<file path="config.mk">
export PLATFORM = sky130hd
export DESIGN_NAME = seq_shift_add_mult
export DESIGN_NICKNAME = d
export VERILOG_FILES = /design/src/rtl/seq_shift_add_mult.sv
export SDC_FILE = /design/constraint.sdc
export NUM_CORES = 1
export LEC_CHECK = 0
export CORE_ASPECT_RATIO = 0.75
export CORE_MARGIN = 1
export CORE_UTILIZATION = 44
export DETAILED_ROUTE_END_ITERATION = 8
export PLACE_DENSITY = 0.74
export SLEW_MARGIN = 10
export SYNTH_ARGS = -nofsm -noshare
export SYNTH_HDL_FRONTEND = slang
export SYNTH_SLANG_ARGS = --single-unit
</file>
<file path="constraint.sdc">
create_clock -name CK -period 2.25 [get_ports CK]
set_input_delay 0.45 -clock CK [delete_from_list [all_inputs] [get_ports CK]]
set_output_delay 0.45 -clock CK [all_outputs]
set_load 0.1 [all_outputs]
</file>
<file path="src/rtl/seq_shift_add_mult.sv">
`default_nettype none
// ============================================================================
// Module      : seq_shift_add_mult
// Description : Sequential shift-add multiplier, WIDTH x WIDTH -> 2*WIDTH.
//               A load edge latches the operands, followed by exactly WIDTH
//               step edges. The product is valid while READY is high, and
//               DONE pulses for one cycle on completion. SIGNED_MODE selects
//               two's-complement operands. RESTART_EN selects what a START
//               during an operation does: reload, or be ignored.
// Ports       : CK          - clock, rising edge
//               RST         - synchronous active-high reset
//               START       - load request, sampled every rising edge
//               SIGNED_MODE - 1 = signed operands (latched at load)
//               A, B        - multiplicand / multiplier (latched at load)
//               P           - product register (valid while READY=1)
//               READY       - idle, result valid
//               BUSY        - operation in progress (~READY)
//               DONE        - one-cycle completion pulse
// Revision    : 1.0 - initial release
// ============================================================================
module seq_shift_add_mult #(
    parameter int WIDTH      = 4,
    parameter bit RESTART_EN = 1'b1
) (
    input  logic                 CK,
    input  logic                 RST,
    input  logic                 START,
    input  logic                 SIGNED_MODE,
    input  logic [WIDTH-1:0]     A,
    input  logic [WIDTH-1:0]     B,
    output logic [2*WIDTH-1:0]   P,
    output logic                 READY,
    output logic                 BUSY,
    output logic                 DONE
);

    localparam int                 c_CNT_W     = $clog2(WIDTH + 1);
    localparam logic [0:0]         c_ST_IDLE   = 1'b0;
    localparam logic [0:0]         c_ST_RUN    = 1'b1;
    localparam logic [c_CNT_W-1:0] c_LAST_STEP = c_CNT_W'(WIDTH - 1);

    logic [0:0]         r_state;
    logic [0:0]         w_state_nxt;
    logic [c_CNT_W-1:0] r_cnt;
    logic [WIDTH-1:0]   r_areg;
    logic               r_mode;
    logic [2*WIDTH-1:0] r_p;
    logic               r_done;

    logic               w_load;
    logic               w_step;
    logic               w_last;
    logic [WIDTH-1:0]   w_h;
    logic [WIDTH:0]     w_h_ext;
    logic [WIDTH:0]     w_a_ext;
    logic [WIDTH:0]     w_addend;
    logic [WIDTH:0]     w_sum;

    // A START in RUN only wins when restarts are enabled.
    assign w_load = START && ((r_state == c_ST_IDLE) || RESTART_EN);
    assign w_step = (r_state == c_ST_RUN) && !w_load;
    assign w_last = (r_cnt == c_LAST_STEP);

    // ------------------------------------------------------------------
    // Control FSM
    // ------------------------------------------------------------------
    always_ff @(posedge CK) begin
        if (RST) begin
            r_state <= c_ST_IDLE;
        end else begin
            r_state <= w_state_nxt;
        end
    end

    always_comb begin
        w_state_nxt = r_state;
        if (w_load) begin
            w_state_nxt = c_ST_RUN;
        end else if (w_step && w_last) begin
            w_state_nxt = c_ST_IDLE;
        end
    end

    // ------------------------------------------------------------------
    // Datapath: one W+1-bit add per step. In signed mode the multiplier's
    // MSB carries weight -2^(W-1), so the last partial product is
    // subtracted instead of added. The extra sum bit keeps the carry
    // (unsigned) or the correct sign (signed) when it is shifted into P.
    // ------------------------------------------------------------------
    assign w_h      = r_p[2*WIDTH-1:WIDTH];
    assign w_h_ext  = {r_mode & w_h[WIDTH-1], w_h};
    assign w_a_ext  = {r_mode & r_areg[WIDTH-1], r_areg};
    assign w_addend = r_p[0] ? w_a_ext : '0;
    assign w_sum    = (r_mode && w_last) ? (w_h_ext - w_addend)
                                         : (w_h_ext + w_addend);

    always_ff @(posedge CK) begin
        if (RST) begin
            r_p    <= '0;
            r_cnt  <= '0;
            r_areg <= '0;
            r_mode <= 1'b0;
            r_done <= 1'b0;
        end else begin
            // A load always suppresses DONE, including an aborted operation.
            r_done <= w_step && w_last;
            if (w_load) begin
                r_areg <= A;
                r_mode <= SIGNED_MODE;
                r_p    <= {{WIDTH{1'b0}}, B};
                r_cnt  <= '0;
            end else if (w_step) begin
                r_p    <= {w_sum, r_p[WIDTH-1:1]};
                r_cnt  <= r_cnt + c_CNT_W'(1);
            end
        end
    end

    assign P     = r_p;
    assign READY = (r_state == c_ST_IDLE);
    assign BUSY  = (r_state == c_ST_RUN);
    assign DONE  = r_done;

endmodule
`default_nettype wire

</file>
==> qor.yml <==
status: "complete, but fails checks"
violations: "setup timing"
worstSetupStartpointType: "flip-flop"
synthSimpleGateAreaFrac_pct: 20.6
grtUsageTotal_pct: 23.8
rsz0062_at_grt: "yes"
synthTopCellsByArea: "dfxtp_1 (36%), mux2i_1 (9.9%), nor2_1 (9.7%), ha_1 (8.7%), a21oi_1 (3.5%)"
synth_xor_area_share_pct: 3.48
yosysUniqueCellTypes: 31
place_congestion: 0.824
die_x_um: 57.2
dp_hpwl_um: 1800
grt_max_degree: 18
criticalPathCategory: "reg2reg"
hold_slack_ns: 0.512
critPathCaptureType: "flip-flop"
worst_slack_ns: -0.0468
clk_pin_slew_ns: 0.10
critPathMaxFanout: 3
drv_slew: 0
grt_pass1_vias: 962
skew_ns: 0.00216
synth_common_cells: "nor2_1 (26), dfxtp_1 (18), mux2i_1 (10)"
finalWirelength_um: 2780
synth.net_count: 137
die_area_um2: 2490
dr.pass1.iters: 4
cts_buffers: 3
clk_latency_ns: 0.31
timing.rr.end: "P[7]$_SDFFE_PP0P_"
max_freq_ghz: 0.435
ys.flop_type: "dfxtp_1"
postSynthCellCount: 117
synth_top_area_share_pct: 35.8
regToRegSetupSlack_ns: -0.05
tns_ns: -0.0468
synthMuxAreaShare_pct: 9.94
syn2layout_area_growth_pct: 48.2
nets: 171
ys_seq_area_share_pct: 35.8
drt_first_iter_violations: 20
remaining_drc_errors: 0
yosysMostFrequentCell: "nor2_1"
p_per_area_nw_per_um2: 544
synth_area_um2: 1010
grt_overflow: 0
cts-root-buf: "clkbuf_4"
fin_crit_sh_pct: 102
tightest_slew_ns: 0.471
crit_required_ns: 2.45
io_pins: 23
hold_viol: 0
postSynthAreaPerCell_um2: 8.61
synthAdderAreaFrac_pct: 10.7
portBuffers: 22
start_util_pct: 48.3
maxCapViolCount: 0
netlist.top_cell.by_area: "dfxtp_1"
r2r-start: "r_cnt[0]$_SDFFE_PP0P_"
leakage_nw: 0.625
worst_ir_drop_vdd_uv: 320
grt_first_pass_wirelength_um: 4460
ys_ff_latch: 18
cts_hold_buf: 0
synth_compound_area_share_pct: 13.9
vias: 969
synth_edf_count: 0
final_antenna_net_count: 0
fin_crit_ns: 2.30
h-tree-depth: 1
dieHeight_um: 43.4
cts.sinks: 18
hp-start: "P[4]$_SDFFE_PP0P_"
tritoncts: "yes"
synthArstFlopShare_pct: 0
core_um2: 2080
hold_depth: 2
critPathArrivalTime_ns: 2.50
num_rows: 14
routedWlPerCell_um: 16.0
hold_path.class: "reg2reg"
antenna_found_initial: 0
n_antenna_cell: 0
slew_headroom_pct: 68.6
drive_gt1_share_pct: 34.7
min_to: "P[4]$_SDFFE_PP0P_"
yosys_warnings: 0
synth_top_family_by_area: "simple AND/OR/NAND/NOR gates"
r2r_cells: 11
viasPerCell: 5.57
setup_viol: 1
cts_buffer_depth: 2
cell families (layout without fill, tap and decap cells):
kind of cell / Yosys count / count (layout)
flip-flops: 18 / 18
adder cells (fa/ha/maj): 8 / 8
multiplexers: 10 / 10
XOR/XNOR: 4 / 4
buffers and inverters: 12 / 45
AND/OR/NAND/NOR: 45 / 45
AO/OA/AOI/OAI: 20 / 20
routing by layer:
metal	global-route usage, %	wire length (um)	vias to the layer above	share of wire (%)
met4	5.37	55	0	2.0
met1	29.7	1170	457	42
met3	7.16	192	8	6.9
li1	-	-	466	-
met2	40.9	1360	38	49
met5	0	0	-	0
what timing repair did:
action	in CTS	in global routing
gates resized for setup	11	9
endpoints found under the setup margin	2	1
buffers inserted	1	0
cloned	0	0
pin swaps	3	5
worst max-delay path by stage:
| stage | to | from | depth (start not counted) |
|---|---|---|---|
| after CTS | P[7]$_SDFFE_PP0P_ | r_cnt[0]$_SDFFE_PP0P_ | 11 |
| after floorplan | P[7]$_SDFFE_PP0P_ | P[0]$_SDFFE_PP0P_ | 9 |
| after detailed placement | P[7]$_SDFFE_PP0P_ | r_cnt[0]$_SDFFE_PP0P_ | 10 |
| after global routing | P[7]$_SDFFE_PP0P_ | r_cnt[0]$_SDFFE_PP0P_ | 10 |
| final | P[7]$_SDFFE_PP0P_ | r_cnt[0]$_SDFFE_PP0P_ | 11 |
| after global placement | P[7]$_SDFFE_PP0P_ | r_cnt[0]$_SDFFE_PP0P_ | 11 |
cell type report:
class / count / area [um^2]
Clock buffer: 4 / 36.3
Timing Repair Buffer: 35 / 315
Tap cell: 24 / 30.0
Inverter: 6 / 22.5
Sequential cell: 18 / 372
Multi-Input combinational cell: 87 / 717
Fill cell: 156 / 592
flip-flops by register name, summed over array words and instances, names as in the netlist:
name and flops:
BUSY 1, r_mode 1, P 8, r_cnt 3
DONE 1, r_areg 4
layout by cell type, fill, tap and decap left out, drive strengths merged, types with 2 or more instances in the layout:
cell type	netlist	routed
nor2	26	26
buf	4	24
dfxtp	18	18
clkdlybuf4s50	0	11
mux2i	10	10
a21oi	7	7
nand2	7	7
ha	7	7
inv	6	6
a211oi	4	4
clkbuf	2	4
xnor2	3	3
nor3	3	3
o31ai	3	3
o21a	2	2
nand2b	2	2
critical path, stage by stage, from the launching register on:
cell and delay, ns:
dfxtp_4 0.37, ha_4 0.16, ha_4 0.18, nand2_4 0.09
o31ai_2 0.07, xnor2_1 0.13, nand2_1 0.10, ha_4 0.29
nor2_2 0.05, or4_4 0.50, o31ai_4 0.19, nor3_2 0.06
power breakdown:
part	total [W]	switching [W]	leakage [nW]	internal [W]
clock	0.000208	0.000109	0.0210	0.0000990
combinational	0.000250	0.000147	0.454	0.000102
sequential	0.000355	0.0000214	0.150	0.000333
total	0.000813	0.000278	0.625	0.000535
through the flow:
stage | util [%] | total power, W | cells | setup slack (ns) | cell area [um^2]
5_1_grt | 71.6 | 0.000841 | 174 | -0.120 | 1490
2_1_floorplan | - | 0.000513 | 117 | -0.0469 | 1050
3_5_place_dp | 64.9 | 0.000588 | 169 | -0.144 | 1350
3_3_place_gp | 64.9 | 0.000582 | 169 | -0.0798 | 1350
4_1_cts | 69.7 | 0.000796 | 174 | 0.00341 | 1450
6_report | 71.6 | 0.000813 | 174 | -0.0468 | 1490
No activity file was read; power rests on OpenSTA's default activity.
